===== src/rtl/branch_feedback_queue.sv =====
// In-order queue of in-flight conditional branches; emits one registered
// predictor-feedback beat per resolution and squashes wrong-path entries on a mispredict.

`ifndef ADDR_WIDTH
`define ADDR_WIDTH 32
`endif

`ifndef MIPS_CORE_PKG_DEFINED
`define MIPS_CORE_PKG_DEFINED
package mips_core_pkg;
  typedef enum logic {
    NOT_TAKEN = 1'b0,
    TAKEN     = 1'b1
  } BranchOutcome;
endpackage
`endif

module branch_feedback_queue #(
  parameter int DEPTH = 4
) (
  input  logic                       clk,
  input  logic                       rst_n,
  input  logic                       i_alloc_valid,
  input  logic [`ADDR_WIDTH-1:0]     i_alloc_pc,
  input  mips_core_pkg::BranchOutcome i_alloc_prediction,
  output logic                       o_alloc_ready,
  input  logic                       i_res_valid,
  input  mips_core_pkg::BranchOutcome i_res_outcome,
  input  logic                       i_flush,
  output logic                       o_fb_valid,
  output logic [`ADDR_WIDTH-1:0]     o_fb_pc,
  output mips_core_pkg::BranchOutcome o_fb_prediction,
  output mips_core_pkg::BranchOutcome o_fb_outcome,
  output logic                       o_mispredict,
  output logic [$clog2(DEPTH):0]     o_count
);
  import mips_core_pkg::*;

  localparam int PTR_W = $clog2(DEPTH);

  logic [`ADDR_WIDTH-1:0] pc_mem   [DEPTH];
  BranchOutcome           pred_mem [DEPTH];

  logic [PTR_W-1:0] head_p0, tail_p0;
  logic [PTR_W:0]   count_p0;

  logic [PTR_W-1:0] head_next, tail_next;
  logic [PTR_W:0]   count_next;
  logic             res_acc, alloc_acc, mis, squash;
  logic [`ADDR_WIDTH-1:0] head_pc;
  BranchOutcome           head_pred;

  logic                   fb_valid_p1, mispredict_p1;
  logic [`ADDR_WIDTH-1:0] fb_pc_p1;
  BranchOutcome           fb_pred_p1, fb_out_p1;

  assign o_alloc_ready = (count_p0 != (PTR_W+1)'(DEPTH));
  assign o_count       = count_p0;

  assign head_pc   = pc_mem[head_p0];
  assign head_pred = pred_mem[head_p0];

  // Stage p0: acceptance, squash decision and next pointer state
  always_comb begin
    res_acc    = i_res_valid && (count_p0 != '0);
    mis        = res_acc && (head_pred != i_res_outcome);
    squash     = mis || i_flush;
    alloc_acc  = i_alloc_valid && o_alloc_ready && !squash;
    head_next  = head_p0 + PTR_W'(res_acc);
    tail_next  = tail_p0;
    count_next = count_p0;
    if (squash) begin
      // Both a mispredict (old head + 1) and a flush collapse tail onto the advanced head.
      tail_next  = head_next;
      count_next = '0;
    end else begin
      tail_next  = tail_p0 + PTR_W'(alloc_acc);
      count_next = count_p0 + (PTR_W+1)'(alloc_acc) - (PTR_W+1)'(res_acc);
    end
  end

  always_ff @(posedge clk) begin
    if (!rst_n) begin
      head_p0  <= '0;
      tail_p0  <= '0;
      count_p0 <= '0;
    end else begin
      head_p0  <= head_next;
      tail_p0  <= tail_next;
      count_p0 <= count_next;
    end
  end

  always_ff @(posedge clk) begin
    if (rst_n && alloc_acc) begin
      pc_mem[tail_p0]   <= i_alloc_pc;
      pred_mem[tail_p0] <= i_alloc_prediction;
    end
  end

  // Stage p1: registered feedback beat; payload holds between beats
  always_ff @(posedge clk) begin
    if (!rst_n) begin
      fb_valid_p1   <= 1'b0;
      mispredict_p1 <= 1'b0;
      fb_pc_p1      <= '0;
      fb_pred_p1    <= NOT_TAKEN;
      fb_out_p1     <= NOT_TAKEN;
    end else begin
      fb_valid_p1   <= res_acc;
      mispredict_p1 <= mis;
      if (res_acc) begin
        fb_pc_p1   <= head_pc;
        fb_pred_p1 <= head_pred;
        fb_out_p1  <= i_res_outcome;
      end
    end
  end

  assign o_fb_valid      = fb_valid_p1;
  assign o_mispredict    = mispredict_p1;
  assign o_fb_pc         = fb_pc_p1;
  assign o_fb_prediction = fb_pred_p1;
  assign o_fb_outcome    = fb_out_p1;

endmodule


===== config.mk =====
export PLATFORM = sky130hd
export DESIGN_NAME = branch_feedback_queue
export DESIGN_NICKNAME = d
export VERILOG_FILES = /design/src/rtl/branch_feedback_queue.sv
export SDC_FILE = /design/constraint.sdc
export NUM_CORES = 1
export LEC_CHECK = 0
export ABC_CLOCK_PERIOD_IN_PS = 4990
export CAP_MARGIN = 20
export CELL_PAD_IN_SITES_DETAIL_PLACEMENT = 0
export CELL_PAD_IN_SITES_GLOBAL_PLACEMENT = 1
export CORE_ASPECT_RATIO = 0.5
export CORE_MARGIN = 8
export CORE_UTILIZATION = 48
export DETAILED_ROUTE_END_ITERATION = 6
export DONT_BUFFER_PORTS = 1
export PLACE_DENSITY = 0.73
export SLEW_MARGIN = 5
export SYNTH_ARGS = -nofsm -noshare
export SYNTH_HDL_FRONTEND = slang
export SYNTH_SLANG_ARGS = --single-unit

===== constraint.sdc =====
create_clock -name clk -period 4.99 [get_ports clk]
set_input_delay 1.497 -clock clk [delete_from_list [all_inputs] [get_ports clk]]
set_output_delay 1.497 -clock clk [all_outputs]
set_load 0.05 [all_outputs]

==> results.json <==
{
  "grt_max_degree": 42,
  "wl_per_cell_um": 21.2,
  "htreeDepth": 4,
  "worstSetupStartpointType": "flop",
  "grtUsageMet1_pct": 17.1,
  "slew_headroom_pct": 55.2,
  "pin_count": 79,
  "fillerInstances": 996,
  "port_buffers": 0,
  "syn_avg_cell_area_um2": 17.0,
  "yosys-top-cells-area": "edfxtp_1, dfxtp_1, mux4_2",
  "cts_tree": "yes",
  "ir_drop_v": 0.000227,
  "critPathMaxFanout": 6,
  "cts.clk_slew.worst_paths_ps": 70,
  "fin_cells": 569,
  "via_per_inst": 5.61,
  "drt_drc_violations_left": 0,
  "die_h_um": 97.5,
  "status": "complete, no violations",
  "place_congestion": 0.759,
  "grt-busiest-layer": "met2",
  "synth.top_cells.by_count": "edfxtp_1, nand2_1, dfxtp_1, a21oi_1, mux4_2",
  "cap_violations": 0,
  "post_cts_buffers": 0,
  "synth_xor_area_share_pct": 0.687,
  "grt.total_usage_pct": 14.4,
  "core_mm2": 0.0128,
  "yosys_warnings": 0,
  "cp_top_family": "flip-flops",
  "dr_total_vias": 3191,
  "drt-initial-drc-count": 169,
  "cp_slowest_stage_delay_ps": 740,
  "synth_top_area_share_pct": 62.2,
  "clkSinkCount": 175,
  "grt-ovfl-total": 0,
  "muxShareOfSynthArea_pct": 11.7,
  "skew_ps": 16.1,
  "setup_viol": 0,
  "clock_path_buffers": 2,
  "finalCritPeriodShare_pct": 67.4,
  "synth_compound_area_share_pct": 3.75,
  "grt_antenna_before_repair": 0,
  "power_per_cell_area_mw_per_mm2": 437,
  "postSynthCellCount": 375,
  "critPathRequiredTime_ps": 3490,
  "dp.cells": 537,
  "syn_nets": 417,
  "power.total_mw": 3.16,
  "use_met3_pct": 6.52,
  "clk_latency_ps": 410,
  "finalHoldViolCount": 0,
  "critical_path.cell_chain": "or3b_2",
  "synth_top_family_by_area": "multiplexers",
  "ctsHoldBuffers": 0,
  "synth_fa_ha_area_share_pct": 0.706,
  "die_x_um": 179,
  "initial_core_util_pct": 49.8,
  "design.die.area_mm2": 0.0175,
  "num_antenna_cells": 0,
  "synth_cell_types": 27,
  "min_path_type": "flop to flop",
  "cts_resized": 0,
  "tightest_slew_ps": 672,
  "slowest_stage": "dfxtp_1",
  "critPathKind": "flop to primary output",
  "fin_tns_setup_ps": 0,
  "synthesis.area_mm2": 0.00638,
  "synth_top_area_cell": "edfxtp_1",
  "dp_hpwl_um": 7520,
  "r2r_setup_slack_ps": 1780,
  "post-route-min-period_ps": 3360,
  "area_growth_pct": 13.5,
  "drt_wl_total_um": 12100,
  "cts-buffers-inserted": 17,
  "grt_pass1_wl_um": 19000,
  "synth-edff-count": 132,
  "synth.most_common_cell": "edfxtp_1",
  "antenna_left": 0,
  "max_freq_mhz": 297,
  "synth_seq_area_share_pct": 75.7,
  "synth_ff_type": "edfxtp_1",
  "async_flop_share_pct": 0,
  "path_buf_inv": 0,
  "rows": 29,
  "cp-end-kind": "primary output",
  "crit_arrival_ps": 1870,
  "drive_gt1_share_pct": 21.3,
  "use_met2_pct": 23.1,
  "dr.pass1.iters": 4,
  "drv_slew": 0,
  "grt_pass1_vias": 3334,
  "yosys.area_share.simple_pct": 5.89,
  "rsz0062_at_grt": "false",
  "cellLeakagePower_nw": 2.28,
  "ys_ff_latch": 175,
  "nets": 428,
  "cts_root_buffer": "clkbuf_16"
}
## flip-flops by register name, indices dropped and copies added, names as in the netlist
register,count
o_fb_valid,1
o_fb_pc,32
pred_mem,4
o_fb_prediction,1
o_mispredict,1
o_fb_outcome,1
o_count,3
pc_mem,128
head_p0,2
tail_p0,2
## area by class of cell
cell class,count,area (µm²),share of cell area [%]
flip-flops and latches,175,4830,66.7
multi-input cells,175,1480,20.4
clock buffers,17,425,5.88
well taps,170,213,2.94
clock inverters,15,181,2.51
repair buffers,13,97.6,1.35
inverters,4,15.0,0.207
## worst min-delay path, stage by stage (launching register included)
cell	delay, ps
dfxtp_1	480
nand2_1	120
a21oi_1	60
## final timing paths
| kind | startpoint | endpoint | cells after the start |
|---|---|---|---|
| worst max-delay path | o_count[2]$_SDFF_PP0_ | o_alloc_ready | 1 |
| worst min-delay path | o_fb_prediction$_SDFFE_PN0P_ | o_fb_prediction$_SDFFE_PN0P_ | 2 |
| worst max register to register | o_count[1]$_SDFF_PP0_ | o_count[2]$_SDFF_PP0_ | 9 |
| worst min register to register | o_fb_prediction$_SDFFE_PN0P_ | o_fb_prediction$_SDFFE_PN0P_ | 2 |
## report_power, final
| part | internal, mW | switching, mW | leakage (nW) |
|---|---|---|---|
| clock | 0.795 | 0.550 | 0.292 |
| combinational | 0.0625 | 0.0813 | 0.448 |
| sequential | 1.60 | 0.0744 | 1.54 |
| total | 2.46 | 0.705 | 2.28 |
## cell families (layout without fill, tap and decap cells)
| family | after synthesis | after routing |
|---|---|---|
| AND/OR/NAND/NOR | 90 | 90 |
| adder cells (fa/ha/maj) | 3 | 3 |
| AO/OA/AOI/OAI | 44 | 44 |
| XOR/XNOR | 5 | 5 |
| multiplexers | 33 | 33 |
| buffers and inverters | 25 | 49 |
| flip-flops | 175 | 175 |
## layout by cell type (no fill, tap or decap), types with 2 or more instances in the layout
master,synthesis,routed
a21o_1,2,2
ha_1,2,2
a21oi_1,36,36
nor3_2,0,4
dfxtp_2,0,2
a221oi_1,2,2
o21ai_0,2,2
buf_4,0,13
nand2_1,69,69
inv_6,0,4
nor2_1,5,5
edfxtp_1,132,132
mux4_2,33,33
clkinv_1,0,2
and3_1,3,3
dfxtp_1,43,41
bufinv_16,0,3
clkinv_4,0,2
inv_1,4,4
clkbuf_16,0,17
nand3_1,2,2
xnor2_1,4,4
nand3b_1,3,3
clkinvlp_4,0,2
## through the flow
stage                     hold slack [ps]  setup slack [ps]  area, µm²  utilization (%)
after floorplan                       604               211       6380                -
after global placement                696              1560       6630             51.8
after detailed placement              699              1490       6630             51.8
after CTS                             708              1600       7240             56.5
after global routing                  724              1570       7240             56.5
final                                 704              1630       7240             56.5
## metal layers
layer | up-vias | wire length [µm]
li1 | 1449 | -
met1 | 1652 | 4920
met2 | 79 | 6010
met3 | 11 | 1040
met4 | 0 | 112
met5 | - | 0
No activity file was read; power rests on OpenSTA's default activity.
